## config.mk

```make
export PLATFORM = sky130hd
export DESIGN_NAME = sat_integrator_mc
export DESIGN_NICKNAME = d
export VERILOG_FILES = /design/src/rtl/integ_pkg.sv /design/src/rtl/sat_clamp_unit.sv /design/src/rtl/sat_integrator_mc.sv
export SDC_FILE = /design/constraint.sdc
export NUM_CORES = 1
export LEC_CHECK = 0
export ABC_AREA = 1
export BUFFER_PORTS_ARGS = -buffer_cell sky130_fd_sc_hd__buf_2
export CAP_MARGIN = 20
export CORE_MARGIN = 8
export CORE_UTILIZATION = 44
export CTS_BUF_LIST = sky130_fd_sc_hd__clkbuf_8
export CTS_CLUSTER_DIAMETER = 50
export CTS_CLUSTER_SIZE = 16
export DETAILED_ROUTE_END_ITERATION = 8
export PLACE_DENSITY = 0.62
export SLEW_MARGIN = 20
export SYNTH_ARGS = -nofsm -noshare
export SYNTH_HDL_FRONTEND = slang
export SYNTH_HIERARCHICAL = 1
export SYNTH_SLANG_ARGS = --single-unit
```

## constraint.sdc

```tcl
create_clock -name clk -period 6.5 [get_ports clk]
set_clock_uncertainty 0.05 [all_clocks]
set_input_delay 0.65 -clock clk [delete_from_list [all_inputs] [get_ports clk]]
set_output_delay 0.65 -clock clk [all_outputs]
set_load 0.01 [all_outputs]
```

## src/rtl/integ_pkg.sv

```systemverilog
// Shared types and the saturating clamp helper for the multi-channel integrator.
package integ_pkg;

    // Internal clamp width; covers accumulators up to 64 bits.
    localparam int unsigned CLAMP_W = 64;

    typedef enum logic [1:0] {
        OP_ADD   = 2'b00,
        OP_LOAD  = 2'b01,
        OP_CLEAR = 2'b10,
        OP_READ  = 2'b11
    } op_e;

    typedef enum logic {
        ST_SWEEP = 1'b0,
        ST_RUN   = 1'b1
    } state_e;

    typedef struct packed {
        logic [CLAMP_W-1:0] result;
        logic               hi;
        logic               lo;
    } clamp_t;

    // Clamp a signed value into [-eff_lim, +eff_lim]; touching the bound is not saturation.
    function automatic clamp_t sat_clamp(input logic [CLAMP_W:0] value, input logic [CLAMP_W-1:0] eff_lim);
        clamp_t                    r;
        logic signed [CLAMP_W:0]   v;
        logic signed [CLAMP_W:0]   pos;
        logic signed [CLAMP_W:0]   neg;
        v   = $signed(value);
        pos = $signed({1'b0, eff_lim});
        neg = -pos;
        r   = '0;
        if (v > pos) begin
            r.result = pos[CLAMP_W-1:0];
            r.hi     = 1'b1;
        end else if (v < neg) begin
            r.result = neg[CLAMP_W-1:0];
            r.lo     = 1'b1;
        end else begin
            r.result = v[CLAMP_W-1:0];
        end
        return r;
    endfunction

endpackage

```

## src/rtl/sat_clamp_unit.sv

```systemverilog
// Combinational ACC_W+1 -> ACC_W saturating clamp with hi/lo flags.
module sat_clamp_unit
    import integ_pkg::*;
#(
    parameter int unsigned ACC_W = 32
) (
    input  logic [ACC_W:0]   i_value,
    input  logic [ACC_W-2:0] i_eff_lim,
    output logic [ACC_W-1:0] o_result_c,
    output logic             o_hi_c,
    output logic             o_lo_c
);

    logic signed [ACC_W:0] w_value_s;
    clamp_t                w_res;

    // Sign-extend into the helper's width and clamp; the result always fits ACC_W.
    assign w_value_s  = $signed(i_value);
    assign w_res      = sat_clamp((CLAMP_W+1)'(w_value_s), CLAMP_W'(i_eff_lim));
    assign o_result_c = ACC_W'(w_res.result);
    assign o_hi_c     = w_res.hi;
    assign o_lo_c     = w_res.lo;

    // Upper helper bits are only sign copies of the in-band result.
    generate
        if (ACC_W < CLAMP_W) begin : g_unused
            logic w_unused_hi;
            assign w_unused_hi = ^w_res.result[CLAMP_W-1:ACC_W];
        end
    endgenerate

endmodule

```

## src/rtl/sat_integrator_mc.sv

```systemverilog
// Multi-channel signed saturating integrator, time-shared on one adder/clamp.
module sat_integrator_mc
    import integ_pkg::*;
#(
    parameter int unsigned DATA_W = 32,
    parameter int unsigned ACC_W  = 32,
    parameter int unsigned NUM_CH = 4,
    // One extra code point so out-of-range channel numbers are representable.
    parameter int unsigned CH_W   = $clog2(NUM_CH + 1)
) (
    input  logic              clk,
    input  logic              rst,
    input  logic              in_valid,
    output logic              in_ready,
    input  logic [CH_W-1:0]   in_ch,
    input  logic [1:0]        in_op,
    input  logic [DATA_W-1:0] in_delta,
    input  logic [ACC_W-2:0]  limit,
    input  logic              clear_all,
    output logic              out_valid,
    output logic [CH_W-1:0]   out_ch,
    output logic [ACC_W-1:0]  out_result,
    output logic              out_sat_hi,
    output logic              out_sat_lo
);

    localparam int unsigned    IDX_W    = (NUM_CH > 1) ? $clog2(NUM_CH) : 1;
    localparam logic [CH_W-1:0] LAST_IDX = CH_W'(NUM_CH - 1);
    localparam logic [CH_W-1:0] NUM_CH_C = CH_W'(NUM_CH);

    state_e                 r_state;
    state_e                 w_state_next;
    logic [CH_W-1:0]        r_sweep_idx;
    logic [CH_W-1:0]        w_sweep_idx_next;
    logic                   w_sweep_we;

    logic [ACC_W-1:0]       r_acc [NUM_CH];

    logic                   r_out_valid;
    logic [CH_W-1:0]        r_out_ch;
    logic [ACC_W-1:0]       r_out_result;
    logic                   r_out_sat_hi;
    logic                   r_out_sat_lo;

    op_e                    w_op;
    logic                   w_xfer;
    logic                   w_ch_ok;
    logic                   w_hit;
    logic [IDX_W-1:0]       w_idx;
    logic [IDX_W-1:0]       w_sweep_addr;
    logic [ACC_W-1:0]       w_acc_rd;
    logic signed [ACC_W:0]  w_acc_ext;
    logic signed [ACC_W:0]  w_delta_ext;
    logic signed [ACC_W:0]  w_sum;
    logic signed [ACC_W:0]  w_operand;
    logic [ACC_W-1:0]       w_clamp_res;
    logic                   w_clamp_hi;
    logic                   w_clamp_lo;
    logic [ACC_W-1:0]       w_new;
    logic                   w_new_hi;
    logic                   w_new_lo;
    logic                   w_write;

    // FSM state register: sweep position restarts on reset.
    always_ff @(posedge clk) begin
        if (rst) begin
            r_state     <= ST_SWEEP;
            r_sweep_idx <= '0;
        end else begin
            r_state     <= w_state_next;
            r_sweep_idx <= w_sweep_idx_next;
        end
    end

    // FSM next state: sweep every channel once, clear_all always restarts the sweep.
    always_comb begin
        w_state_next     = r_state;
        w_sweep_idx_next = r_sweep_idx;
        case (r_state)
            ST_SWEEP: begin
                if (clear_all) begin
                    w_sweep_idx_next = '0;
                end else if (r_sweep_idx == LAST_IDX) begin
                    w_state_next     = ST_RUN;
                    w_sweep_idx_next = '0;
                end else begin
                    w_sweep_idx_next = r_sweep_idx + CH_W'(1);
                end
            end
            ST_RUN: begin
                if (clear_all) begin
                    w_state_next     = ST_SWEEP;
                    w_sweep_idx_next = '0;
                end
            end
            default: begin
                w_state_next     = ST_SWEEP;
                w_sweep_idx_next = '0;
            end
        endcase
    end

    // FSM outputs: ready only while running and not being cleared.
    always_comb begin
        in_ready   = 1'b0;
        w_sweep_we = 1'b0;
        case (r_state)
            ST_SWEEP: w_sweep_we = 1'b1;
            ST_RUN:   in_ready   = ~clear_all;
            default:  ;
        endcase
    end

    assign w_op         = op_e'(in_op);
    assign w_xfer       = in_valid & in_ready;
    assign w_ch_ok      = (in_ch < NUM_CH_C);
    assign w_hit        = w_xfer & w_ch_ok;
    assign w_idx        = IDX_W'(in_ch);
    assign w_sweep_addr = IDX_W'(r_sweep_idx);
    assign w_acc_rd     = r_acc[w_idx];

    // One extra bit of headroom so the sum never wraps before clamping.
    assign w_acc_ext   = (ACC_W+1)'($signed(w_acc_rd));
    assign w_delta_ext = (ACC_W+1)'($signed(in_delta));
    assign w_sum       = w_acc_ext + w_delta_ext;
    assign w_operand   = (w_op == OP_LOAD) ? w_delta_ext : w_sum;

    // limit is ACC_W-1 bits wide, so it never exceeds the largest positive accumulator value.
    sat_clamp_unit #(
        .ACC_W      (ACC_W)
    ) u_clamp (
        .i_value    (w_operand),
        .i_eff_lim  (limit),
        .o_result_c (w_clamp_res),
        .o_hi_c     (w_clamp_hi),
        .o_lo_c     (w_clamp_lo)
    );

    // Per-op result and write enable.
    always_comb begin
        w_new    = w_acc_rd;
        w_new_hi = 1'b0;
        w_new_lo = 1'b0;
        w_write  = 1'b0;
        case (w_op)
            OP_ADD, OP_LOAD: begin
                w_new    = w_clamp_res;
                w_new_hi = w_clamp_hi;
                w_new_lo = w_clamp_lo;
                w_write  = 1'b1;
            end
            OP_CLEAR: begin
                w_new   = '0;
                w_write = 1'b1;
            end
            default: ;
        endcase
    end

    // Accumulator array: no reset, zeroed by the sweep so it can map to LUTRAM.
    always_ff @(posedge clk) begin
        if (!rst) begin
            if (w_sweep_we) begin
                r_acc[w_sweep_addr] <= '0;
            end else if (w_hit && w_write) begin
                r_acc[w_idx] <= w_new;
            end
        end
    end

    // Result registers: updated together with the accumulator on a transfer.
    always_ff @(posedge clk) begin
        if (rst) begin
            r_out_valid  <= 1'b0;
            r_out_ch     <= '0;
            r_out_result <= '0;
            r_out_sat_hi <= 1'b0;
            r_out_sat_lo <= 1'b0;
        end else begin
            r_out_valid <= w_hit;
            if (w_hit) begin
                r_out_ch     <= in_ch;
                r_out_result <= w_new;
                r_out_sat_hi <= w_new_hi;
                r_out_sat_lo <= w_new_lo;
            end
        end
    end

    assign out_valid  = r_out_valid;
    assign out_ch     = r_out_ch;
    assign out_result = r_out_result;
    assign out_sat_hi = r_out_sat_hi;
    assign out_sat_lo = r_out_sat_lo;

endmodule

```

Word-level counts from Yosys, hierarchy flattened
Memory sizes are Yosys's and may differ from the RTL's.
Cells that the tools add are included.

word-level totals
  register bits after elaboration = 42
  RAM bits = 128
  input port bits = 72
  output and inout bits = 39
  logic and storage cells = 56
  memories = 1

memories
  memory  depth  bits a word  rd ports  clocked after memory_dff  write ports  RTL line                 text
  r_acc   4      32           1         0                         1            sat_integrator_mc.sv:37  logic [ACC_W-1:0] r_acc [NUM_CH];

operators by class
  add/sub/neg operators = 3
  $lt $le $gt $ge = 3
  equal/unequal tests = 4
  muxes and demuxes = 29
  bitwise gates (word level) = 4
  reductions and logical operators = 5

operator list
  cell                 count
  $mux 32              3
  $lt 33x65->1         1
  $neg 31->65          1
  $pmux 32 s2          1
  $add 32x32->33       1
  $gt 33x32->1         1
  $mux 33              1
  $reduce_or 32->1     1
  $mux 1               18
  $mux 3               3
  $pmux 3 s2           1
  $add 3x1->3 const B  1
  $eq 3x2->1 const B   1
  $lt 3x3->1 const B   1
  $reduce_or 3->1      1
  $and 1x1->1          2
  $eq 2x1->1 const B   1
  $eq 2x2->1 const B   1
  $logic_not 2->1      1
  $mux 2               1
  $ne 2x2->1 const B   1
  $not 1->1            2
  $pmux 1 s2           1
  $reduce_or 2->1      1
  $logic_and 1x1->1    1

Logic depth before layout (Yosys ltp)
  depth after elaboration = 11
  depth in mapped cells = 38

Cells and area by module
Netlist, hierarchy kept.

by module, submodules not included
  module             times used  cells an instance  area each (um^2)  sequential area each (um^2)
  sat_integrator_mc  1           1220               9552.9            4684.5
  sat_clamp_unit     1           708                4144.0            0.0

Least setup slack after synthesis
OpenSTA, ideal clock, no wires.

  path kind = in2reg
  start = in in_ch[0]
  end = mem r_acc[0][24], data pin
  library setup time = 179 ps
  arrival time = 5173 ps
  data required time = 6271 ps
  path slack = 1098 ps
  stages on the path = 35
  buffers on the path = 4
  path through = inv_1 > clkbuf_1 > clkbuf_1 > nor2_1 > o22ai_1 > ha_1 > fa_1 > nand2_1 > nand2_1 > nand3_1 > nand2_1 > nand2_1 > nand2_1 > nand2_1 > nand2_1 > nand2_1 > nand3_1 > nand2_1 > ha_1 > buf_4 > nand4_1 > nor2_1 > nand2_1 > nor2_1 > nand2_1 > nand3_1 > nor2_1 > nand2_1 > nand2_1 > nand2_2 > buf_2 > nand3_1 > nand3_1 > nand2_1 > a21oi_1

between the ends
  elaborated cells on any way between the ends = 17
  those cells by class = add/sub (1); order compare (3); mux (9); bitwise (1); reduce/logical (2); memory (1)

RTL lines
  element                     RTL line                  text
  start, declared             sat_integrator_mc.sv:15   input logic [CH_W-1:0] in_ch,
  $mem_v2 4x32 *              --
  $add 32x32->33 *            sat_integrator_mc.sv:125  assign w_sum = w_acc_ext + w_delta_ext;
  $mux 33 *                   sat_integrator_mc.sv:126  assign w_operand = (w_op == OP_LOAD) ? w_delta_ext : w_sum;
  named net w_operand[32]     sat_integrator_mc.sv:55   logic signed [ACC_W:0] w_operand;
  $lt 33x65->1                integ_pkg.sv:38           end else if (v < neg) begin
  $mux 32                     integ_pkg.sv:38
  $mux 32 *                   integ_pkg.sv:35           if (v > pos) begin
  named net w_clamp_res[24]   sat_integrator_mc.sv:56   logic [ACC_W-1:0] w_clamp_res;
  $pmux 32 s2 *               sat_integrator_mc.sv:145  case (w_op)
  $mux 32 (no source line) *  --
  end, declared               sat_integrator_mc.sv:37

The timed path passes the listed nets; every way through them passes the cells marked *.

Worst setup path in the final report
  start = in in_ch[1]
  end = mem r_acc[3][7], data pin

Same word-level chain as after synthesis.

==> metrics.md <==
| Metric | Value |
|---|---|
| VDD IR max | `140 uV` |
| RePlAce Congestion | `0.981` |
| Clock Pin Slew Worst Setup and Hold Paths | `90 ps` |
| Crit share post-route | `0.865` |
| Number of global-route vias before repair | `12100` |
| Hold WC Path Type | `reg2reg` |
| R2R Path Start | `r_acc[2][0]` |
| Arr. time, crit path | `5820 ps` |
| Final nets | `2228` |
| Peak Freq | `178 MHz` |
| Synth warn | `6` |
| Top-level I/O count | `111` |
| Synth top area share | `0.281` |
| Met1 Routed Length | `19600 microns` |
| Static Leak | `7.60 nW` |
| Vert. Die Dim | `192 microns` |
| Critical Path Start | `in_ch[1]` |
| WL/cell | `17.8 microns` |
| CTS buffer count | `17` |
| Post-DP HPWL | `33600 microns` |
| Slowest CP cell | `fa_1` |
| Fin area | `15200 sq um` |
| Post-synth cell types | `45` |
| Clock Path Buffers | `2` |
| WL met3 | `2890 microns` |
| Share of cells above drive strength 1 | `0.115` |
| Initial antenna violation count | `0` |
| Status | `complete, no violations` |
| Critical path endpoint category | `register` |
| Setup_tns | `0 ps` |
| Total Routing Usage GR | `0.232` |
| CP Launch Type | `input pin` |
| Slew @ Worst Pin | `940 ps` |
| Placed cell area | `14800 sq um` |
| Max-slew headroom | `0.371` |
| CTS HTree Levels | `4` |
| Post-synth EDFFs | `128` |
| Core Util, Final | `0.497` |
| Hold Vio Cnt, Final | `0` |
| Core area | `30600 sq um` |
| Core Rows | `64` |
| Main area contributors after synthesis | `edfxtp_1 28%, nand2_1 14%, ha_1 12%` |
| Cell taking the most area after synthesis | `edfxtp_1` |
| DR pass1 iterations | `6` |
| Iter 0 DRT Violations | `1002` |
| Vias per cell | `5.33` |
| Mapped Area | `13700 sq um` |
| Kind of critical path | `in2reg` |
| Setup bufs post-CTS | `0` |
| IO Port Bufs | `110` |
| GR Overflow Total | `0` |
| Gate Count Post-Synth | `1928` |
| Cts hold-fix bufs | `0` |
| Met2 wirelength from detailed routing | `19300 microns` |
| Ys flop type | `edfxtp_1` |
| Clock root buffer | `clkbuf_8` |
| Syn Area/Cell | `7.10 sq um` |
| Post-route ant nets | `0` |
| Max Slew Vio Count | `0` |
| CP max stage delay | `430 ps` |
| Post-Syn Nets | `2128` |
| TritonCTS clock tree | `built` |
| Final Critical Period | `5630 ps` |
| Total Die Area | `37000 sq um` |
| Area grow syn2layout | `10.9%` |
| Worst skew pair latency | `450 ps` |
| PD cells | `199 nW/um^2` |
| Crit-path max FO | `31` |
| Post-synth ARST share | `0` |
| Max_cap viols | `0` |
| CTS Sinks | `170` |
| Largest net degree at the start of global routing | `74` |
| Initial Util | `0.448` |
| CTS resizes | `0` |
| DR top layer | `met4` |
| Yosys reg bits | `170` |
| Unrepaired setup endpoints after global routing | `false` |
| N_diodes | `0` |
| Sequential cell area fraction in the yosys report | `0.342` |
| Cell mode on critical path | `nand2_1` |
| # DRC | `0` |
| # setup viols final | `0` |
| First-pass GRT wire length | `66700 microns` |
| Die width | `192 microns` |
| Final WL | `43300 microns` |
| Via count | `13000` |
| Worst EP required | `6700 ps` |
| Hold path startpoint | `out_ch[2]` |
[Yosys cell counts, drive strengths merged (3+ instances only)]
cell / n
nand2: 530
inv: 281
nand3: 199
nor2: 182
edfxtp: 128
ha: 127
a21oi: 96
o21ai: 96
clkbuf: 47
dfxtp: 42
o211ai: 33
o22ai: 32
nor3: 25
nand4: 23
buf: 20
xor2: 19
xnor2: 14
a21o: 5
nand3b: 5
nor4: 5
o21bai: 4
clkinv: 3
[power by group]
group          switching (mW)  internal (mW)
clock network           0.390          0.342
logic                   0.754          0.366
registers             0.00448           1.18
total                    1.15           1.88
[per-layer routing]
| metal | vias to the layer above | track usage |
|---|---|---|
| li1 | 6584 | - |
| met1 | 5935 | 0.309 |
| met2 | 419 | 0.370 |
| met3 | 63 | 0.0439 |
| met4 | 0 | 0.0820 |
| met5 | - | 0 |
[placed cells by master (no fill, tap or decap), types with 42 or more instances in the layout]
master	n
ha_1	127
nand3_1	194
o21ai_0	89
nand2_1	525
dfxtp_1	42
nor2_1	170
edfxtp_1	128
inv_1	264
buf_2	110
a21oi_1	96
[worst max-delay path, delay by kind of cell]
family                     cells  cell delay (ps)
and+or+nand+nor               23             2610
buffers and inverters          5             1010
adders and majority gates      3             1000
AOI/OAI and AO/OA              3              500
[worst paths after layout]
check,endpoint,slack (ps),cells after the start
max reg2reg,r_acc[3][7],1180,31
max,r_acc[3][7],870,34
min reg2reg,out_ch[2],400,2
min,out_ch[2],400,2
[through the flow]
step	hold WS [ps]	std cells	power (mW)	setup WS, ps
2_1_floorplan	373	1928	1.94	1100
3_3_place_gp	384	2405	2.30	509
3_5_place_dp	382	2405	2.32	436
4_1_cts	387	2437	3.05	912
5_1_grt	396	2437	3.24	280
6_report	396	2437	3.03	874
[sequential cells by signal (all words and copies together), names as in the netlist]
register and count:
out_sat_hi 1, out_result 32, r_sweep_idx 3, out_valid 1, out_sat_lo 1, r_acc 128, out_ch 3, r_state 1
[layout make-up]
cell class,instances,area [sq um]
clock inverter,15,150
sequential,170,4680
tap,396,495
inverter,284,1070
multi-input combinational,1407,7670
timing repair buffer,148,898
clock buffer,17,234
fill,3099,15400
[logic make-up after synthesis]
| logic type | after synthesis | share of synthesized area |
|---|---|---|
| flip-flops | 170 | 0.342 |
| XOR/XNOR | 33 | 0.0211 |
| AND/OR/NAND/NOR | 974 | 0.309 |
| adder cells (fa/ha/maj) | 128 | 0.117 |
| AO/OA/AOI/OAI | 272 | 0.111 |
| buffers and inverters | 351 | 0.0991 |
(Power assumes the default switching activity.)
